### src/rtl/pc_fetch_ctrl.sv
`default_nettype none
// ============================================================================
// pc_fetch_ctrl : PC sequencing controller (boot hold-off, imem wait, stall,
//                 branch redirect with optional delay slot, pending branch).
// Optional feature macro: PC_FETCH_CTRL_STATS_EN (adds br_count/stall_count).
// Revision: 1.0
// ============================================================================
module pc_fetch_ctrl #(
   parameter int unsigned BOOT_CYCLES = 2,
   parameter bit          DELAY_SLOT  = 1'b1
) (
   input  logic        clk,
   input  logic        reset,
   input  logic        imem_ready,
   input  logic        stall_req,
   input  logic        br_valid,
   input  logic        br_taken,
   input  logic        uncond_br,
   output logic        pc_we,
   output logic        pc_sel,
   output logic        br_sel,
   output logic        ifid_we,
   output logic        ifid_flush,
   output logic        fetch_valid,
`ifdef PC_FETCH_CTRL_STATS_EN
   output logic [2:0]  state_o,
   output logic [31:0] br_count,
   output logic [31:0] stall_count
`else
   output logic [2:0]  state_o
`endif
);

   typedef enum logic [2:0] {
      BOOT     = 3'd0,
      RUN      = 3'd1,
      MEMWAIT  = 3'd2,
      STALL    = 3'd3,
      REDIRECT = 3'd4
   } state_t;

   // BOOT_CYCLES of 0 and 1 both leave BOOT on the first edge after release
   localparam logic [3:0] BOOT_LAST = (BOOT_CYCLES > 1) ? 4'(BOOT_CYCLES - 1) : 4'd0;

   state_t     state, state_nxt;
   logic [3:0] boot_cnt, boot_cnt_nxt;
   logic       pend_valid, pend_valid_nxt;
   logic       pend_uncond, pend_uncond_nxt;
   logic       taken;

   assign taken   = br_valid & br_taken;
   assign state_o = state;

   always_ff @(posedge clk or negedge reset) begin
      if (!reset) begin
         state       <= BOOT;
         boot_cnt    <= 4'd0;
         pend_valid  <= 1'b0;
         pend_uncond <= 1'b0;
      end else begin
         state       <= state_nxt;
         boot_cnt    <= boot_cnt_nxt;
         pend_valid  <= pend_valid_nxt;
         pend_uncond <= pend_uncond_nxt;
      end
   end

   always_comb begin
      state_nxt       = state;
      boot_cnt_nxt    = boot_cnt;
      pend_valid_nxt  = pend_valid;
      pend_uncond_nxt = pend_uncond;
      pc_we           = 1'b0;
      pc_sel          = 1'b0;
      br_sel          = 1'b0;
      ifid_we         = 1'b0;
      ifid_flush      = 1'b0;
      fetch_valid     = 1'b0;
      case (state)
         BOOT: begin
            ifid_flush   = 1'b1;
            boot_cnt_nxt = boot_cnt + 4'd1;
            if (boot_cnt == BOOT_LAST) state_nxt = RUN;
         end
         RUN: begin
            if (taken) begin
               pend_valid_nxt  = 1'b1;
               pend_uncond_nxt = uncond_br;
            end
            if (!imem_ready) begin
               ifid_flush = 1'b1;
               state_nxt  = MEMWAIT;
            end else if (stall_req) begin
               state_nxt = STALL;
            end else begin
               pc_we       = 1'b1;
               ifid_we     = 1'b1;
               fetch_valid = 1'b1;
               state_nxt   = taken ? REDIRECT : RUN;
            end
         end
         MEMWAIT: begin
            ifid_flush = 1'b1;
            if (imem_ready) state_nxt = pend_valid ? REDIRECT : RUN;
         end
         STALL: begin
            // youngest taken branch wins the single pending slot
            if (taken) begin
               pend_valid_nxt  = 1'b1;
               pend_uncond_nxt = uncond_br;
            end
            if (!stall_req) state_nxt = (pend_valid || taken) ? REDIRECT : RUN;
         end
         REDIRECT: begin
            // redirect is deferred (pending kept) behind memory wait or stall
            if (!imem_ready) begin
               ifid_flush = 1'b1;
               state_nxt  = MEMWAIT;
            end else if (stall_req) begin
               state_nxt = STALL;
            end else begin
               pc_we          = 1'b1;
               pc_sel         = 1'b1;
               br_sel         = pend_uncond;
               ifid_we        = 1'b1;
               ifid_flush     = ~DELAY_SLOT;
               fetch_valid    = DELAY_SLOT;
               pend_valid_nxt = 1'b0;
               state_nxt      = RUN;
            end
         end
         default: begin
            ifid_flush = 1'b1;
            state_nxt  = BOOT;
         end
      endcase
   end

`ifdef PC_FETCH_CTRL_STATS_EN
   always_ff @(posedge clk or negedge reset) begin
      if (!reset) begin
         br_count    <= 32'd0;
         stall_count <= 32'd0;
      end else begin
         if ((state == REDIRECT) && pc_we && (br_count != 32'hFFFF_FFFF))
            br_count <= br_count + 32'd1;
         if (((state == STALL) || (state == MEMWAIT)) && (stall_count != 32'hFFFF_FFFF))
            stall_count <= stall_count + 32'd1;
      end
   end
`endif

endmodule
`default_nettype wire
### config.mk
export PLATFORM = sky130hd
export DESIGN_NAME = pc_fetch_ctrl
export DESIGN_NICKNAME = d
export VERILOG_FILES = /design/src/rtl/pc_fetch_ctrl.sv
export SDC_FILE = /design/constraint.sdc
export NUM_CORES = 1
export LEC_CHECK = 0
export ABC_AREA = 1
export CAP_MARGIN = 40
export CORE_UTILIZATION = 40
export DETAILED_ROUTE_END_ITERATION = 10
export HOLD_SLACK_MARGIN = 0.15
export MAX_ROUTING_LAYER = met4
export PLACE_DENSITY = 0.79
export SLEW_MARGIN = 15
export SYNTH_ARGS = -nofsm -noshare
export SYNTH_HDL_FRONTEND = slang
export SYNTH_SLANG_ARGS = --single-unit
### constraint.sdc
create_clock -name clk -period 1.3 [get_ports clk]
set_input_delay 0.39 -clock clk [delete_from_list [all_inputs] [get_ports clk]]
set_output_delay 0.39 -clock clk [all_outputs]
set_load 0.005 [all_outputs]
==> impl_metrics.yaml <==
logic_synthesis:
  syn_area_per_cell_um2: 7.28
  synth_edf_count: 0
  yosys_warnings: 0
  yosys.area.top_type_share: 0.396
  synth_common_cells: "nand2_1, nor2_1, dfrtp_1"
  synth_ff_type: "dfrtp_1"
  yosysSeqAreaShare: 0.396
  synth.most_common_cell: "nand2_1"
  synth_cells: 78
  synth_area_leaders: "dfrtp_1, nand2_1, nor2_1"
  postSynth.asyncResetShare: 1.00
  ys_seq_elements: 9
  synth_top_area_cell: "dfrtp_1"
  synth_fp_nets: 87
  synth_cell_types: 18
  syn_area_um2: 568
sta:
  fin_ws_ps: -384
  report.final.slew_viol_count: 0
  fin_crit_ps: 1680
  hold_viol: 0
  holdWs_ps: 425
  final-setup-viol-count: 11
  period_share: 1.30
  worst_slew_margin_rel: 0.738
  worst_slew_pin_slew_ps: 392
  fmax_mhz: 594
  fin_skew_ps: 2.48
  rsz0062_at_grt: "yes"
place:
  place_hpwl_mm: 1.08
  routabilityCongestion: 0.785
  io_buffers: 15
pwr:
  clkPwrFrac: 0.081
  p_comb_frac: 0.685
  p_leak_nw: 0.528
  p_int_mw: 1.42
  power_density_nw_per_um2: 2400
  seqPwrFrac: 0.233
  p_sw_mw: 1.08
  peakVddDrop_mv: 1.33
  swShare: 0.432
global_route:
  grt_max_degree: 10
  grt_overflow: 0
  grt_pass1_vias: 611
  antenna_found_initial: 0
  grt_pass1_wl_mm: 2.31
  grt_usage: 0.231
critical_path:
  critPathSlowestCell: "dfrtp_2"
  cpPeakStageDelay_ps: 450
  critPathMostFrequentCell: "buf_6"
  end_kind: "output pin"
  crit_chain: "nor2_4, nand2_4, a21oi_4, buf_6, buf_6"
  crit_fanout: 5
  arrival_ps: 1290
  cp-start-kind: "flop"
  reg2reg_depth: 10
  cp.required_ps: 910
  crit_type: "reg2out"
routing:
  viasPerCell: 4.93
  drtPass1Iterations: 4
  wl_per_cell_um: 12.7
  antenna_left: 0
  wl_mm: 1.73
  vias: 670
  drt_iter0_drc: 9
  drc: 0
floorplan:
  num_io_pins: 16
  std_cell_rows: 13
  start_util: 0.431
  dieWidth_um: 39.7
  die-area_um2: 1570
  die_h_um: 39.7
  core_area_um2: 1320
layout:
  n_fill_cell: 91
  syn2layout_area_growth_pct: 83.7
  drive_gt1_frac: 0.579
  insertedDiodeCount: 0
  finish.net_count: 131
  final_util: 0.792
clocking:
  numCtsBuffers: 3
  cts.clk_slew.worst_paths_ps: 60
  holdBufCountCts: 0
  cts_max_path_buffers: 2
  cts.htree.levels: 1
  insertion_delay_ps: 250
  clockRootBuffer: "clkbuf_4"
  cts_sinks: 9
  cts_tree: "done"
outcome:
  status: "complete, but fails checks"
  violations: "setup timing"
run:
  maxCapViolations: 0
worst_hold_path:
  min_path_type: "in2async"
-- cells by family (layout without fill, tap and decap cells) --
group           after synthesis  in the layout  synth area share
fa+ha+maj                     2              2            0.0440
buf+inv                      12             55            0.0925
flops                         9              9             0.396
compound gates                6              6            0.0573
xor+xnor                      3              3            0.0463
simple gates                 46             46             0.363
-- through the flow --
| stage | TNS [ps] | worst slack, ps | instances | area, um^2 | power, mW |
|---|---|---|---|---|---|
| finish | -2350 | -384 | 136 | 1040 | 2.51 |
| detailed placement | -6830 | -976 | 120 | 837 | 1.79 |
| global route | -2870 | -442 | 136 | 1040 | 2.70 |
| floorplan | -144 | -72.0 | 78 | 578 | 1.24 |
| global placement | -6340 | -915 | 120 | 837 | 1.76 |
| CTS | -2410 | -394 | 131 | 945 | 2.16 |
-- path summary, 6_finish.rpt --
kind,from,to,slack (ps)
hold reg to reg,pend_uncond$_DFFE_PN0P_,pend_uncond$_DFFE_PN0P_,470
max in group asynchronous,reset,state_o[1]$_DFFE_PN0P_,570
hold / removal,reset,boot_cnt[3]$_DFFE_PN0N_,430
setup reg to reg,state_o[0]$_DFFE_PN0P_,state_o[0]$_DFFE_PN0P_,-160
setup / recovery,state_o[0]$_DFFE_PN0P_,ifid_we,-380
min in group clk,pend_uncond$_DFFE_PN0P_,pend_uncond$_DFFE_PN0P_,470
-- final cells by class --
cell class	count	area (um^2)	share of cell area
Tap cell	15	18.8	0.0180
Inverter	10	42.5	0.0408
Clock buffer	4	26.3	0.0252
Sequential cell	9	229	0.219
Multi-Input combinational cell	57	395	0.379
Timing Repair Buffer	41	332	0.318
-- critical path: cells and delay by family (launching register included) --
kind                   cells  cell delay (ps)
AOI/OAI and AO/OA          1              150
buffers and inverters      2              190
DFF                        1              450
and+or+nand+nor            2              250
-- power groups by stage --
| stage | clock network [mW] | registers [mW] | logic [mW] |
|---|---|---|---|
| 6_report | 0.204 | 0.585 | 1.72 |
| 5_1_grt | 0.234 | 0.601 | 1.87 |
| 4_1_cts | 0.219 | 0.585 | 1.36 |
| 3_5_place_dp | 0 | 0.578 | 1.21 |
| 3_3_place_gp | 0 | 0.574 | 1.19 |
| 2_1_floorplan | 0 | 0.579 | 0.656 |
-- cell usage in the layout (no fill, tap or decap), types with 4 or more instances in the layout --
cell type | synthesis | final
inv_2 | 4 | 4
nand3_1 | 7 | 4
nor2_1 | 10 | 4
clkdlybuf4s50_1 | 0 | 4
nand2_2 | 4 | 4
inv_1 | 6 | 4
buf_2 | 0 | 5
buf_4 | 2 | 21
nand2_1 | 21 | 18
buf_6 | 0 | 7
dfrtp_1 | 9 | 6
nor2_4 | 0 | 5
-- flip-flops by register name, indices dropped and copies added (netlist names) --
register,count
boot_cnt,4
pend_uncond,1
pend_valid,1
state_o,3
-- timing repair --
item	4_1_cts	5_1_grt
endpoints found under the setup margin	10	15
setup buffers	7	6
gates resized for setup	50	23
cloned	0	0
pin swaps	5	11
-- layer usage --
layer / up-vias / wire [um] / global-route usage
met5: - / 0 / -
met1: 313 / 707 / 0.229
li1: 329 / - / -
met2: 24 / 906 / 0.410
met3: 4 / 92 / 0.0284
met4: 0 / 26 / 0.164
Note: power is estimated with default switching activity, not from simulation.
